==> src/rtl/alu_issue_ctrl_if.sv <==
// Instruction handshake and ALU operand/result bundle between the issue controller
// and its surroundings (instruction source on one side, combinational ALU on the other).
interface alu_issue_ctrl_if #(
  parameter int AW = 2,
  parameter int DW = 8
);
  logic [3+3*AW-1:0] instr;
  logic              instr_valid;
  logic              instr_ready;
  logic [2:0]        alu_op;
  logic [DW-1:0]     alu_in1;
  logic [DW-1:0]     alu_in2;
  logic [DW-1:0]     alu_out;
  logic              alu_zero;

  modport slave (
    input  instr, instr_valid, alu_out, alu_zero,
    output instr_ready, alu_op, alu_in1, alu_in2
  );

  modport master (
    output instr, instr_valid, alu_out, alu_zero,
    input  instr_ready, alu_op, alu_in1, alu_in2
  );
endinterface

==> src/rtl/alu_issue_ctrl.sv <==
// Four-state issue controller: accepts an instruction, reads operands from a small
// register file, drives the ALU for one cycle and writes the captured result back.
module alu_issue_ctrl #(
  parameter int AW = 2,
  parameter int DW = 8
) (
  input  logic                 clk,
  input  logic                 rst_n,
  alu_issue_ctrl_if.slave      bus,
  input  logic                 i_err_clr,
  output logic                 o_done,
  output logic                 o_zero_flag,
  output logic                 o_illegal,
  input  logic [AW-1:0]        i_dbg_addr,
  output logic [DW-1:0]        o_dbg_data
);
  localparam int       IW     = 3 + 3*AW;
  localparam int       NREG   = 2**AW;
  localparam logic [2:0] OP_ILL = 3'b111;

  typedef enum logic [1:0] {S_IDLE, S_FETCH, S_EXEC, S_WB} state_t;

  state_t          r_state;
  state_t          w_state_next;
  logic [IW-1:0]   r_instr;
  logic [DW-1:0]   r_rf [NREG];
  logic [DW-1:0]   r_op_a;
  logic [DW-1:0]   r_op_b;
  logic [2:0]      r_alu_op;
  logic [DW-1:0]   r_res;
  logic            r_zflag_tmp;
  logic            r_zero_flag;
  logic            r_illegal;

  logic            w_ready;
  logic            w_done;
  logic            w_accept;
  logic            w_wr_en;
  logic [2:0]      w_op;
  logic [AW-1:0]   w_rd;
  logic [AW-1:0]   w_rs1;
  logic [AW-1:0]   w_rs2;

  assign w_op     = r_instr[IW-1 -: 3];
  assign w_rd     = r_instr[3*AW-1 -: AW];
  assign w_rs1    = r_instr[2*AW-1 -: AW];
  assign w_rs2    = r_instr[AW-1:0];
  assign w_accept = bus.instr_valid & w_ready;
  assign w_wr_en  = (r_state == S_WB) && (w_op != OP_ILL);

  always_comb begin
    w_state_next = r_state;
    w_ready      = 1'b0;
    w_done       = 1'b0;
    case (r_state)
      S_IDLE: begin
        w_ready = 1'b1;
        if (bus.instr_valid) w_state_next = S_FETCH;
      end
      S_FETCH: w_state_next = S_EXEC;
      S_EXEC:  w_state_next = S_WB;
      S_WB: begin
        w_done       = 1'b1;
        w_state_next = S_IDLE;
      end
      default: w_state_next = S_IDLE;
    endcase
  end

  always_ff @(posedge clk or negedge rst_n) begin
    if (!rst_n) begin
      r_state <= S_IDLE;
      r_instr <= '0;
    end else begin
      r_state <= w_state_next;
      if (w_accept) r_instr <= bus.instr;
    end
  end

  // Operand registers double as the ALU input ports, so they hold outside FETCH.
  always_ff @(posedge clk or negedge rst_n) begin
    if (!rst_n) begin
      r_op_a      <= '0;
      r_op_b      <= '0;
      r_alu_op    <= '0;
      r_res       <= '0;
      r_zflag_tmp <= 1'b0;
    end else begin
      if (r_state == S_FETCH) begin
        r_op_a   <= r_rf[w_rs1];
        r_op_b   <= r_rf[w_rs2];
        r_alu_op <= w_op;
      end
      if (r_state == S_EXEC) begin
        r_res       <= bus.alu_out;
        r_zflag_tmp <= bus.alu_zero;
      end
    end
  end

  always_ff @(posedge clk or negedge rst_n) begin
    if (!rst_n) begin
      for (int i = 0; i < NREG; i++) r_rf[i] <= '0;
      r_zero_flag <= 1'b0;
    end else if (w_wr_en) begin
      r_rf[w_rd]  <= r_res;
      r_zero_flag <= r_zflag_tmp;
    end
  end

  // Setting on an illegal write-back takes priority over a coincident clear.
  always_ff @(posedge clk or negedge rst_n) begin
    if (!rst_n) begin
      r_illegal <= 1'b0;
    end else if ((r_state == S_WB) && (w_op == OP_ILL)) begin
      r_illegal <= 1'b1;
    end else if (i_err_clr) begin
      r_illegal <= 1'b0;
    end
  end

  assign bus.instr_ready = w_ready;
  assign bus.alu_op      = r_alu_op;
  assign bus.alu_in1     = r_op_a;
  assign bus.alu_in2     = r_op_b;
  assign o_done          = w_done;
  assign o_zero_flag     = r_zero_flag;
  assign o_illegal       = r_illegal;
  assign o_dbg_data      = r_rf[i_dbg_addr];
endmodule

==> src/flat_wrapper.sv <==
// flat-port wrapper written by rule: the top's interface ports become plain ports
module alu_issue_ctrl_flat 
#(
  parameter int AW = 2,
  parameter int DW = 8
)
  (clk, rst_n, i_err_clr, o_done, o_zero_flag, o_illegal, i_dbg_addr, o_dbg_data, bus_instr, bus_instr_valid, bus_alu_out, bus_alu_zero, bus_instr_ready, bus_alu_op, bus_alu_in1, bus_alu_in2);
  alu_issue_ctrl_if #(.AW(AW), .DW(DW)) bus_i ();
  input  logic clk;
  input  logic rst_n;
  input  logic i_err_clr;
  output logic o_done;
  output logic o_zero_flag;
  output logic o_illegal;
  input  logic [AW-1:0] i_dbg_addr;
  output logic [DW-1:0] o_dbg_data;
  input wire logic [$bits(bus_i.instr)-1:0] bus_instr;
  input wire logic [$bits(bus_i.instr_valid)-1:0] bus_instr_valid;
  input wire logic [$bits(bus_i.alu_out)-1:0] bus_alu_out;
  input wire logic [$bits(bus_i.alu_zero)-1:0] bus_alu_zero;
  output wire logic [$bits(bus_i.instr_ready)-1:0] bus_instr_ready;
  output wire logic [$bits(bus_i.alu_op)-1:0] bus_alu_op;
  output wire logic [$bits(bus_i.alu_in1)-1:0] bus_alu_in1;
  output wire logic [$bits(bus_i.alu_in2)-1:0] bus_alu_in2;
  assign bus_i.instr = bus_instr;
  assign bus_i.instr_valid = bus_instr_valid;
  assign bus_i.alu_out = bus_alu_out;
  assign bus_i.alu_zero = bus_alu_zero;
  assign bus_instr_ready = bus_i.instr_ready;
  assign bus_alu_op = bus_i.alu_op;
  assign bus_alu_in1 = bus_i.alu_in1;
  assign bus_alu_in2 = bus_i.alu_in2;
  alu_issue_ctrl #(.AW(AW), .DW(DW)) u_core (.clk(clk), .rst_n(rst_n), .bus(bus_i), .i_err_clr(i_err_clr), .o_done(o_done), .o_zero_flag(o_zero_flag), .o_illegal(o_illegal), .i_dbg_addr(i_dbg_addr), .o_dbg_data(o_dbg_data));
endmodule
==> config.mk <==
export PLATFORM = sky130hd
export DESIGN_NAME = alu_issue_ctrl_flat
export DESIGN_NICKNAME = d
export VERILOG_FILES = /design/src/rtl/alu_issue_ctrl_if.sv /design/src/rtl/alu_issue_ctrl.sv /design/src/flat_wrapper.sv
export SDC_FILE = /design/constraint.sdc
export NUM_CORES = 1
export LEC_CHECK = 0
export BUFFER_PORTS_ARGS = -buffer_cell sky130_fd_sc_hd__buf_2
export CAP_MARGIN = 20
export CORE_ASPECT_RATIO = 0.5
export CORE_UTILIZATION = 38
export DETAILED_ROUTE_END_ITERATION = 10
export PLACE_DENSITY = 0.54
export SLEW_MARGIN = 30
export SYNTH_ARGS = -nofsm -noshare
export SYNTH_HDL_FRONTEND = slang
export SYNTH_SLANG_ARGS = --single-unit
export TNS_END_PERCENT = 10
==> constraint.sdc <==
create_clock -name clk -period 3.3 [get_ports clk]
set_clock_uncertainty 0.05 [all_clocks]
set_input_delay 0.33 -clock clk [delete_from_list [all_inputs] [get_ports clk]]
set_output_delay 0.33 -clock clk [all_outputs]
set_load 0.05 [all_outputs]
# After elaboration in Yosys (flattened, before gate mapping)
# Index checks and enable logic that the tools add are counted.
# totals
regBits	73
input_bits	24
output_inout_bits	31
elab_cells	52
# op_classes
magnitude_cmp	5
n_eq_ne	6
muxes	18
bitwise_logic	5
reduce_logical	5
# ops
operator	n
2-to-1 mux 8 bit	7
binary-select mux 8 bit (select 2 bit)	3
bitwise mux 32 bit	1
demux 8 bit (select 2 bit)	1
greater-or-equal comparator 3 bit (second input constant)	4
NOT 2 -> 3 bit	4
one-hot mux 2 bit (4 select lines)	1
equality test 2 bit (second input constant)	2
2-to-1 mux 1 bit	4
equality test 3 bit (second input constant)	1
logical AND 1 bit	3
less-than comparator 3 x 1 -> 1 bit (second input constant)	1
!= test 3 bit (second input constant)	1
equality test 2 x 1 -> 1 bit (second input constant)	1
zero test 2 bit	1
2-to-1 mux 2 bit	1
!= test 2 bit (second input constant)	1
nonzero test 2 bit	1
bitwise AND 1 bit	1

# Longest topological paths before layout
# logic_depth
word_depth	6
ltp_mapped	6

# Worst setup path after synthesis
# OpenSTA, ideal clock, no wires.
# synth_timing
path_kind	register to register
from	register u_core.r_state[1]
to	register u_core.r_rf[0] in the netlist's numbering
setup_time_ns	0.125
arrival_time_ns	1.812
required_ns	3.125
path_slack_ns	1.313
path_stages_with_launch	5
cell_sequence	dfrtp_1 > ha_1 > nand2_2 > nor3b_4 > mux2_2
# synth_via
elab_chain_cells	2
# synth_lines
element	line_no	source
from (decl)	alu_issue_ctrl.sv:23	state_t r_state;
from (signal assigned)	alu_issue_ctrl.sv:75	r_state <= w_state_next;
equality test 2 bit	alu_issue_ctrl.sv:49	assign w_wr_en = (r_state == S_WB) && (w_op != OP_ILL);
logical AND 1 bit	alu_issue_ctrl.sv:49	
to (signal, indexed assignment)	alu_issue_ctrl.sv:106	r_rf[w_rd] <= r_res;
to (decl)	alu_issue_ctrl.sv:26	logic [DW-1:0] r_rf [NREG];
# Every way passes these cells.
# A chain may end at the register's enable or synchronous reset.

# Final worst setup path
# layout_timing
from	register u_core.r_state[1]
to	register u_core.r_rf[1] in the netlist's numbering
# Same word-level chain as after synthesis.

==> tab_implementation.tex <==
\begin{tabular}{lr}
\hline
Metric & Value \\
\hline
\multicolumn{2}{l}{\textbf{Clock network}} \\
Clk pin slew, worst setup/hold paths & 0.06 ns \\
Clock sink count & 73 \\
Later-pin clock latency in the skew report & 0.33 ns \\
Num CTS Buffers & 9 \\
Total number of H-tree levels & 3 \\
TritonCTS clock tree & done \\
Max clock buf depth & 2 \\
Root buf cell & sky130\_fd\_sc\_hd\_\_clkbuf\_16 \\
Post-CTS Setup Bufs & 0 \\
\multicolumn{2}{l}{\textbf{Drt}} \\
Detailed-route wire length & 7.97 mm \\
Number of vias after detailed routing & 2227 \\
First DRT Iteration DRCs & 113 \\
Detailed-route vias per instance & 5.12 \\
Total iterations of the first detailed-routing run & 4 \\
Average routed wire per standard cell & 18.3 µm \\
Residual DRC count & 0 \\
Met3 wire length & 385 µm \\
Max layer used & met4 \\
Total length of routed met2 wires & 3.69 mm \\
Remaining number of nets flagged by the antenna check after routing & 0 \\
Routed length on met1 & 3.83 mm \\
\multicolumn{2}{l}{\textbf{Synthesis}} \\
Sequential-to-total area share from yosys stat & 52.3\% \\
Mean post-synth cell area & 13.7 µm² \\
Count of flip-flops with a built-in enable after synthesis & 0 \\
Combined area of all synthesized cells & 3490 µm² \\
Number of library cell types mapped by synthesis & 22 \\
Post-synthesis net count & between 200 and 300 \\
Yosys reg bits & 73 \\
Share of synthesized registers carrying an async set or reset & 100\% \\
Synth Warn \# & 0 \\
Ys flop type & sky130\_fd\_sc\_hd\_\_dfrtp\_1 \\
Instance count of the mapped netlist & 255 \\
\multicolumn{2}{l}{\textbf{Die}} \\
FP Rows & 24 \\
Initial core utilization & 39.6\% \\
I/O Pins & 55 \\
Die Wd & $\sim$140 µm \\
Die Y-Extent & 69.8 µm \\
Core footprint & 8830 µm² \\
Overall die area & a little under 10000 µm² \\
\multicolumn{2}{l}{\textbf{Timing}} \\
Worst relative slew slack & 40.9\% \\
Setup repair after global routing missed its margin & false \\
Share of the cycle needed by the critical path after routing & 59.6\% \\
Final setup vio count & 0 \\
Maximum frequency from static timing analysis & 509 MHz \\
Worst hold-check slack & around 0.14 ns \\
Least-Margin Pin Slew & 0.887 ns \\
Slew Limit Fails & 0 \\
Final Hold Vio Count & 0 \\
Total Neg Setup Slack & 0 ns \\
Fin crit period & 1.97 ns \\
\multicolumn{2}{l}{\textbf{Min path}} \\
Origin of the worst min-delay path & i\_err\_clr \\
WHS Path Cells & 2 \\
Worst Hold Class & input port to flop \\
Terminating pin of the worst hold path & u\_core.o\_illegal \\
\multicolumn{2}{l}{\textbf{Critical path}} \\
Sort of element at the end of the critical path & flop \\
CP Class & flop to flop \\
Max stage delay on crit path & approximately 0.6 ns \\
Crit-path max FO & 8 \\
Critical path required time & 3.47 ns \\
Arr. time, crit path & 2.13 ns \\
End of the worst register-to-register path & u\_core.r\_rf[1] \\
Slowest library cell on the worst path & sky130\_fd\_sc\_hd\_\_nor3b\_4 \\
Slack of the worst reg-to-reg path & 1.33 ns \\
Worst Setup Start Kind & flop \\
Cell depth of the worst flop-to-flop path & 4 \\
Critical Path, Cell by Cell & ha\_1, nand2\_2, nor3b\_4, mux2\_2 \\
RR Startpoint & u\_core.r\_state[1] \\
\multicolumn{2}{l}{\textbf{Placed design}} \\
Total placed instance area & 3880 µm² \\
Number of cells in the design after placement & 418 \\
Routability cong. & 0.739 \\
Count of input and output buffers & 54 \\
HPWL after detailed placement & 5.31 mm \\
\multicolumn{2}{l}{\textbf{Power}} \\
Pwr dens & about 1200 nW/µm² \\
Total leakage power & $\sim$1.9 nW \\
Peak supply drop & between 0.4 and 0.5 mV \\
\multicolumn{2}{l}{\textbf{Cells and area}} \\
Share of the core filled with cells in the final layout & 47.4\% \\
Final layout net count & 342 \\
Fill cell instance count of the final layout & 814 \\
Proportion of layout cells with a drive suffix above 1 & 48.7\% \\
P\&R area growth vs syn & 19.7\% \\
Final design instance area without fill & around 4200 µm² \\
Non-filler instance count after layout & 435 \\
\# diodes & 0 \\
\multicolumn{2}{l}{\textbf{Global routing}} \\
Wire length of the first global-routing pass & between 10 and 15 mm \\
Grt ovf & 0 \\
Vias in the first global route & between 2000 and 2500 \\
Initial antenna violation count & 0 \\
Total routing usage reported by global routing & 18.5\% \\
Pin count of the biggest net entering global routing & 44 \\
\multicolumn{2}{l}{\textbf{Run status}} \\
Run status & finished clean \\
\multicolumn{2}{l}{\textbf{Job}} \\
Max Cap Viol & 0 \\
\hline
\end{tabular}
stage by stage:
| step | power, mW | setup WS (ns) |
|---|---|---|
| 2_1_floorplan | 3.53 | 1.31 |
| 3_3_place_gp | 4.02 | 1.37 |
| 3_5_place_dp | 4.09 | 1.33 |
| 4_1_cts | 5.05 | 1.32 |
| 5_1_grt | 5.31 | 1.23 |
| 6_report | 5.00 | 1.33 |
cell usage after synthesis, drive strengths merged, types with 2 or more instances:
master  count  area [µm²]
ha          5        62.6
nor3        2        21.3
inv         3        11.3
mux2       71         800
o21ai      17        85.1
nand2       6        25.0
clkbuf      2        7.51
nand3       2        10.0
dfrtp      73        1830
nor2b      19         119
buf        10        57.6
a21oi      17        85.1
mux2i      16         160
mux4        8         180
registers in the layout (all words and copies together) (netlist names):
name / count
u_core.bus.alu_in2: 8
u_core.r_res: 8
u_core.r_rf: 32
u_core.o_illegal: 1
u_core.r_zflag_tmp: 1
u_core.o_zero_flag: 1
u_core.bus.alu_op: 3
u_core.r_state: 2
u_core.bus.alu_in1: 8
u_core.r_instr: 9
kinds of logic after synthesis:
group                    share of synthesized area, %
AND/OR/NAND/NOR                                  6.27
buffers and inverters                            2.18
flip-flops                                       52.3
AO/OA/AOI/OAI                                    4.87
adder cells (fa/ha/maj)                          1.79
multiplexers                                     32.6
worst max-delay path: cells and delay by family, from the launching register on:
family                   cells  cell delay [ns]
adder cells (fa/ha/maj)      1             0.29
flip-flops                   1             0.38
multiplexers                 1             0.41
AND/OR/NAND/NOR              2             0.72
metal layers:
layer	up-vias	GRT usage [%]
li1	1035	-
met1	1142	25.8
met2	43	27.5
met3	7	5.63
met4	0	5.74
met5	-	0
layout make-up:
type	instances	area, µm²	share of cell area (%)
repair buffers	59	310	7.42
inverters	3	11.3	0.269
multi-input cells	167	1590	38.1
clock buffers	15	288	6.88
well taps	117	146	3.50
clock inverters	1	7.51	0.180
flip-flops and latches	73	1830	43.7
worst max-delay path by stage:
stage	slack, ns	start	depth (start not counted)	end
final	1.33	u_core.r_state[1]	4	u_core.r_rf[1]
after global routing	1.23	u_core.r_state[1]	4	u_core.r_rf[5]
after CTS	1.32	u_core.r_state[1]	4	u_core.r_rf[1]
after detailed placement	1.33	u_core.r_state[1]	4	u_core.r_rf[1]
after global placement	1.37	u_core.r_state[1]	4	u_core.r_rf[7]
after floorplan	1.31	u_core.r_state[1]	4	u_core.r_rf[0]
placed cells by master, fill, tap and decap left out, drive strengths merged:
master       count
buf             58
and4b            1
clkinvlp         1
ha               5
dlygate4sd3      1
mux2            71
o21ai           17
mux4             8
inv              3
nor3             2
mux2i           16
clkbuf          15
dfrtp           73
nor2             1
nor3b            1
and3             1
nand3            2
a21oi           17
nor2b           19
nand2            6
report_power, final:
part	internal (mW)	switching (mW)
Clock	0.592	0.354
Sequential	1.34	0.472
Combinational	0.977	1.26
Total	2.91	2.09
what timing repair did:
item | 4_1_cts | 5_1_grt
resized for setup | 0 | 0
endpoints found under the hold margin | 30 | 0
hold buffers | 1 | 0
Power figures use the tool's default switching activity.
